===== src/rtl/led_bank_arbiter.sv =====
// led_bank_arbiter: round-robin sharing of the active-low LED bank with a fixed dwell per grant.
// Optional feature macro: LED_ARB_PREEMPT_EN (source 0 preempts other owners and wins every arbitration).
module led_bank_arbiter #(
  parameter int CLK_DIV     = 13500000,
  parameter int DWELL_TICKS = 4,
  parameter int NUM_REQ     = 3,
  parameter int LED_W       = 6
) (
  input  logic                     clk,
  input  logic                     rst,
  input  logic [NUM_REQ-1:0]       req,
  input  logic [NUM_REQ*LED_W-1:0] pat,
  output logic [NUM_REQ-1:0]       grant,
  output logic [LED_W-1:0]         led,
  output logic                     tick,
  output logic                     busy
);

  localparam int CW = $clog2(CLK_DIV);
  localparam int DW = (DWELL_TICKS > 1) ? $clog2(DWELL_TICKS) : 1;
  localparam int PW = $clog2(NUM_REQ);
  localparam logic [CW-1:0]      CNT_LAST   = CW'(CLK_DIV - 1);
  localparam logic [DW-1:0]      DWELL_LAST = DW'(DWELL_TICKS - 1);
  localparam logic [PW-1:0]      PTR_INIT   = PW'(NUM_REQ - 1);
  localparam logic [LED_W-1:0]   LED_OFF    = {LED_W{1'b1}};
  localparam logic [NUM_REQ-1:0] ONE_HOT0   = {{(NUM_REQ-1){1'b0}}, 1'b1};

  typedef enum logic [1:0] {
    IDLE = 2'd0,
    ARB  = 2'd1,
    HOLD = 2'd2
  } state_t;

  state_t             state_q, state_d;
  logic [CW-1:0]      cnt_q, cnt_d;
  logic [DW-1:0]      dwell_q, dwell_d;
  logic [PW-1:0]      ptr_q, ptr_d;
  logic [NUM_REQ-1:0] grant_q, grant_d;
  logic [LED_W-1:0]   led_q, led_d;
  logic               tick_q, tick_d;
  logic               busy_q, busy_d;

  logic [CW-1:0]      cnt_run_s;
  logic [PW-1:0]      win_s;
  logic               any_req_s;
  logic               hold_exit_s;

  // First set request after position p, wrapping cyclically.
  function automatic logic [PW-1:0] rr_pick(input logic [NUM_REQ-1:0] r,
                                            input logic [PW-1:0]      p);
    logic [PW-1:0] pick;
    logic [PW-1:0] idx;
    pick = p;
    for (int k = NUM_REQ; k >= 1; k--) begin
      idx  = PW'((int'(p) + k) % NUM_REQ);
      pick = r[idx] ? idx : pick;
    end
    return pick;
  endfunction

  function automatic logic [LED_W-1:0] pat_slice(input logic [NUM_REQ*LED_W-1:0] v,
                                                 input logic [PW-1:0]            s);
    logic [LED_W-1:0] res;
    res = {LED_W{1'b0}};
    for (int i = 0; i < NUM_REQ; i++) begin
      res = (PW'(i) == s) ? LED_W'(v >> (i * LED_W)) : res;
    end
    return res;
  endfunction

  // Next-state, prescaler, dwell and output computation.
  always_comb begin
    state_d     = state_q;
    cnt_run_s   = (cnt_q == CNT_LAST) ? {CW{1'b0}} : cnt_q + CW'(1'b1);
    cnt_d       = cnt_run_s;
    dwell_d     = dwell_q;
    ptr_d       = ptr_q;
    grant_d     = {NUM_REQ{1'b0}};
    led_d       = LED_OFF;
    any_req_s   = |req;
    hold_exit_s = 1'b0;
`ifdef LED_ARB_PREEMPT_EN
    win_s = req[0] ? {PW{1'b0}} : rr_pick(req, ptr_q);
`else
    win_s = rr_pick(req, ptr_q);
`endif

    case (state_q)
      IDLE: begin
        state_d = any_req_s ? ARB : IDLE;
      end
      ARB: begin
        if (any_req_s) begin
          state_d = HOLD;
          grant_d = ONE_HOT0 << win_s;
          ptr_d   = win_s;
          led_d   = ~pat_slice(pat, win_s);
          dwell_d = {DW{1'b0}};
          cnt_d   = {CW{1'b0}};
        end else begin
          state_d = IDLE;
        end
      end
      HOLD: begin
        // A dropped request and dwell expiry both release the bank the same way.
        hold_exit_s = !req[ptr_q] || (tick_q && (dwell_q == DWELL_LAST));
`ifdef LED_ARB_PREEMPT_EN
        hold_exit_s = hold_exit_s || ((ptr_q != {PW{1'b0}}) && req[0]);
`endif
        if (hold_exit_s) begin
          state_d = any_req_s ? ARB : IDLE;
        end else begin
          grant_d = grant_q;
          led_d   = ~pat_slice(pat, ptr_q);
          dwell_d = tick_q ? dwell_q + DW'(1'b1) : dwell_q;
        end
      end
      default: begin
        state_d = IDLE;
      end
    endcase

    tick_d = (cnt_d == CNT_LAST);
    busy_d = (state_d == HOLD);
  end

  // State and registered outputs.
  always_ff @(posedge clk or posedge rst) begin
    if (rst) begin
      state_q <= IDLE;
      cnt_q   <= {CW{1'b0}};
      dwell_q <= {DW{1'b0}};
      ptr_q   <= PTR_INIT;
      grant_q <= {NUM_REQ{1'b0}};
      led_q   <= LED_OFF;
      tick_q  <= 1'b0;
      busy_q  <= 1'b0;
    end else begin
      state_q <= state_d;
      cnt_q   <= cnt_d;
      dwell_q <= dwell_d;
      ptr_q   <= ptr_d;
      grant_q <= grant_d;
      led_q   <= led_d;
      tick_q  <= tick_d;
      busy_q  <= busy_d;
    end
  end

  assign grant = grant_q;
  assign led   = led_q;
  assign tick  = tick_q;
  assign busy  = busy_q;

endmodule

===== config.mk =====
export PLATFORM = sky130hd
export DESIGN_NAME = led_bank_arbiter
export DESIGN_NICKNAME = d
export VERILOG_FILES = /design/src/rtl/led_bank_arbiter.sv
export SDC_FILE = /design/constraint.sdc
export NUM_CORES = 1
export LEC_CHECK = 0
export CAP_MARGIN = 20
export CORE_ASPECT_RATIO = 1.5
export CORE_MARGIN = 3
export CORE_UTILIZATION = 47
export DETAILED_ROUTE_END_ITERATION = 10
export DONT_BUFFER_PORTS = 1
export PLACE_DENSITY = 0.62
export SYNTH_ARGS = -nofsm -noshare
export SYNTH_HDL_FRONTEND = slang
export SYNTH_SLANG_ARGS = --single-unit

===== constraint.sdc =====
create_clock -name clk -period 3.3 [get_ports clk]
set_input_delay 0.66 -clock clk [delete_from_list [all_inputs] [get_ports clk]]
set_output_delay 0.66 -clock clk [all_outputs]
set_load 0.01 [all_outputs]

Word level (Yosys, flattened, before mapping)
Index checks and enable logic that the tools add are counted.
Operators by class
  add/sub/neg operators: 5
  multiply operators: 0
  divide/modulo/power cells: 3
  magnitude comparators: 4
  eq/ne operators: 14
  shift operators: 1
  mux-type cells: 34
  bitwise operators: 2
  reduce and logical (&&, ||, !) cells: 10
Operators by type and width (number)
  32-bit by 3-bit remainder unit with 32-bit output, second input constant: 3
  24-bit 2-to-1 mux: 3
  24-bit equality test, second input constant: 2
  6-bit 2-to-1 mux: 8
  24-bit by 1-bit adder with 24-bit output, second input constant: 1
  2-bit 2-to-1 mux: 8
  2-bit by 3-bit < comparator with 1-bit output, second input constant: 4
  6-bit NOT: 2
  6-bit case mux with 2 select lines: 1
  1-bit binary-select mux with 2-bit select: 4
  2-bit inequality test, second input constant: 4
  2-bit by 2-bit adder with 3-bit output, second input constant: 2
  2-bit equality test, second input constant: 3
  2-bit zero test: 3
  3-bit 2-to-1 mux: 2
  2-bit case mux with 3 select lines: 1
  3-bit case mux with 2 select lines: 1
  1-bit 2-to-1 mux: 5
  1-bit by 2-bit equality test with 1-bit output, first input constant: 2
  2-bit equality test, first input constant: 2
  2-bit case mux with 2 select lines: 1
  4-bit AND reduction: 1
  2-bit by 1-bit adder with 3-bit output, second input constant: 1
  3-bit OR reduction: 1
  8 further kinds: 8
Storage, ports and cells
  register bits after elaboration: 41
  latch bits: 0
  memory bits (writable): 0
  bits in read-only memories: 0
  input bits: 23
  output and inout bits: 11
  word-level logic and storage cells: 81
  memories: 0

Longest topological paths before layout
  depth in word-level cells: 14
  gate-level depth with buffers: 10
  gate-level depth less buffers: 8

Worst setup path before layout
Ideal clock, no wire load.
  path type: flip-flop to flip-flop
  from: register ptr_q[1]
  to: register led_q[3], in the netlist led[3]
  library setup time: 0.111 ns
  data arrival time: 2.630 ns
  data required time: 3.189 ns
  slack: 0.559 ns
  cell stages (with the launch flop): 10
  buffers on the path: 1
  clock period less this slack: 2.741 ns
  cell sequence: dfstp_2 -> inv_1 -> ha_1 -> clkbuf_2 -> and3b_1 -> o221ai_1 -> a311oi_2 -> nor2_1 -> and3_1 -> o311ai_0
On the way
  word-level cells in the longest chain between the ends: 14
  elaborated cells on any way between the ends: 36
  those cells by class: 3 x add/sub; 3 x div; 4 x eq/ne; 20 x mux; 2 x bitwise; 4 x reduce/logical
Ends and longest elaborated chain
  from (decl): RTL line 37  | logic [PW-1:0] ptr_q, ptr_d;
  from (signal assigned): RTL line 142  | ptr_q <= ptr_d;
  2-bit by 2-bit adder with 3-bit output: RTL line 55  | idx = PW'((int'(p) + k) % NUM_REQ);
  32-bit by 3-bit remainder unit with 32-bit output: RTL line 55
  1-bit binary-select mux with 2-bit select: RTL line 56  | pick = r[idx] ? idx : pick;
  1-bit 2-to-1 mux (not written as such): RTL line 56
  2-bit 2-to-1 mux (3 in a row): RTL line 56
  2-bit zero test: RTL line 66  | res = (PW'(i) == s) ? LED_W'(v >> (i * LED_W)) : res;
  6-bit 2-to-1 mux (3 in a row): RTL line 66
  6-bit NOT: RTL line 97  | led_d = ~pat_slice(pat, win_s);
  6-bit 2-to-1 mux: RTL line 93  | if (any_req_s) begin
  6-bit case mux with 2 select lines (*): RTL line 88  | case (state_q)
  via led_d[3]: RTL line 39  | logic [LED_W-1:0] led_q, led_d;
  to (signal assigned): RTL line 144  | led_q <= led_d;
  to (decl): RTL line 39
Mark *: on every way through the listed nets, which the timed path passes. The rest lies on a longest branch. The select of a mux whose other input is x is not followed.
A chain may end at the register's enable or synchronous reset.

Worst setup path in the final report
  from: register ptr_q[1]
  to: register led_q[5], in the netlist led[5]
Same word-level chain as after synthesis.

==> results.md <==
* Outcome: finished, final reports clean
* Rel. slew slack at 58.0%
* WL per Instance at 16.5 µm
* Htree depth at 2
* Asr flop ratio synth at 100%
* Cells after synthesis at 310
* Clock root buffer: clkbuf_8
* Clk slew on worst S/H paths at 0.08 ns
* DRC viols at 0
* DR pass1 iterations at 6
* Maxcap violations at 0
* Largest net degree at the start of global routing at 25
* Max Transition Viols Final at 0
* Max Freq at 0.361 GHz
* Leak at 1.21 nW
* GPL Wtd Cong at 0.870
* Total GRT Usage at 19.5%
* CTS Sinks at 41
* Crit path kind: reg2reg
* Core Footprint at 5570 µm²
* Die Area at 6800 µm²
* Top post-synthesis cells by area: dfrtp_1 (31%), dfstp_2 (6.7%), nor2_1 (5.6%), ha_1 (4.6%), xor2_1 (4.2%)
* Pwr Density at 720 nW/µm²
* Minimum clock period at 2.77 ns
* Most frequent cell after synthesis: nor2_1
* Global-route wire length before repair at 10,300 µm
* Fillers at 530
* Die Ht at 99.5 µm
* Clock skew at 0.00846 ns
* Later-pin clock latency in the skew report at 0.29 ns
* Synth Register Bits at 41
* Final count of hold timing violations at 0
* Hold WC Path Type: in2async
* Vias in the first global route at 2,315
* Num ports at 34
* DR vias at 2,300
* RSZ-0062 raised after global routing: no
* Grt ovf at 0
* Final Util at 52.4%
* Fin Setup TNS at 0 ns
* Final antenna-violating net count at 0
* EDFF count, synth at 0
* Top FF cell, synth: dfrtp_1
* Tcrit/Tclk final at 84.0%
* Share of the yosys chip area belonging to registers at 37.8%
* Most frequent cells after synthesis: nor2_1 (41), dfrtp_1 (34), nand2_1 (21), a21oi_1 (14), xor2_1 (13)
* Initial core utilization at 49.1%
* Area growth syn-to-layout at 6.72%
* Worst slew pin tran at 0.625 ns
* Antenna violations before repair at 0
* Final #Nets at 338
* Total length of routed wires at 6210 µm
* Postcts setup bufs at 0
* Synth area leader: dfrtp_1
* Maximum VDD drop at 0.322 mV
* Layout cells sized above 1 at 10.8%
* Clock buffer count from CTS at 5
* Post-CTS Hold Buffers at 0
* Post-DP HPWL at 4620 µm
* Syn Nets at 343
* Critical Path AT at 2.94 ns
* CP max FO at 15
* Post-CTS sizing at 0
* Req. time, crit path at 3.47 ns
* Top-area cell type share of the netlist area at 31.1%
* Post-Synthesis Cell Area at 2740 µm²
* TritonCTS clock tree: done
* CP endpoint kind: register
* CP Launch Type: register
* Syn avg cell area at 8.84 µm²
* Rows at 33
* Yosys warning count at 0
* Vias per cell at 6.12
* PortBufs at 0
* ANT cells at 0
* Setup violators final at 0
* CTS Buffer Depth at 2
* Die W at 68.3 µm
* Synth cell types at 57
* Starting DRT DRC Count at 85
==> layout make-up <==
cell class,instances,area (µm²),area share (%)
Multi-Input combinational cell,241,1590,54.3
Clock inverter,3,65.1,2.23
Timing Repair Buffer,5,37.5,1.28
Tap cell,70,87.6,3.00
Clock buffer,5,68.8,2.35
Sequential cell,41,1030,35.4
Inverter,11,41.3,1.41
==> cells in the final DEF (no fill, tap or decap), drive strengths merged, types with 3 or more instances in the layout <==
master and count:
dfstp 7, mux2i 9, dfrtp 34, nand3 12, a22o 3, nor2b 5, a21oi 14, and3 8
o311ai 6, nor4 5, clkbuf 5, or3 3, ha 10, nand2 21, a31oi 3, nor2 42
o21ai 11, nand4 9, xnor2 8, nand3b 5, buf 5, a22oi 7, nand2b 4, xor2 13
inv 10, nor3 13
==> cells by family after synthesis <==
logic type	count (synthesis)	synth area share (%)
and+or+nand+nor	137	26.6
AOI/OAI and AO/OA	62	16.0
DFF	41	37.8
buffers and inverters	28	4.25
xor gates and xnor gates	21	6.72
muxes	11	4.11
adders and majority gates	10	4.57
==> critical path, stage by stage (launching register included) <==
cell and delay (ns):
dfstp_2 0.58, inv_1 0.11, ha_1 0.45, mux2i_1 0.22, nor2_1 0.05, a311o_1 0.32
nand3_1 0.38, nor3_1 0.14, o311ai_0 0.41
==> layer usage <==
metal / up-vias / global-route usage (%) / wire length (µm)
met3: 21 / 4.18 / 378
li1: 1103 / - / -
met5: - / 0 / 0
met4: 0 / 11.3 / 267
met2: 75 / 33.8 / 3180
met1: 1101 / 21.0 / 2380
==> metrics by stage <==
stage          power [W]  hold slack [ns]  setup WS [ns]  cell area (µm²)  std cells
2_1_floorplan    0.00144            0.446          0.559             2740        310
3_3_place_gp     0.00163            0.458          0.546             2790        368
3_5_place_dp     0.00164            0.473          0.541             2790        368
4_1_cts          0.00213            0.242          0.527             2920        376
5_1_grt          0.00226            0.247          0.250             2920        376
6_report         0.00210            0.235          0.528             2920        376
==> final timing paths <==
check                           startpoint   endpoint  slack [ns]  cells after the start
min in group clk                  cnt_q[0]   cnt_q[0]        0.48                      1
worst max register to register    ptr_q[1]     led[5]        0.53                      8
worst min register to register    cnt_q[0]   cnt_q[0]        0.48                      1
worst max-delay path              ptr_q[1]     led[5]        0.53                      8
max in group asynchronous              rst   ptr_q[1]        2.34                      2
worst min-delay path                   rst  cnt_q[21]        0.23                      1
==> sequential cells by signal, summed over array words and instances (netlist names) <==
register / flops
led: 6
cnt_q: 24
ptr_q: 2
dwell_q: 2
busy: 1
grant: 3
state_q: 2
tick: 1
==> where the power goes <==
group / total (W) / switching (W) / leakage (nW) / internal (W)
registers: 0.000743 / 0.000108 / 0.539 / 0.000636
logic: 0.000881 / 0.000540 / 0.603 / 0.000341
clock network: 0.000480 / 0.000179 / 0.0681 / 0.000301
total: 0.00210 / 0.000827 / 1.21 / 0.00128
Power figures use the tool's default switching activity.
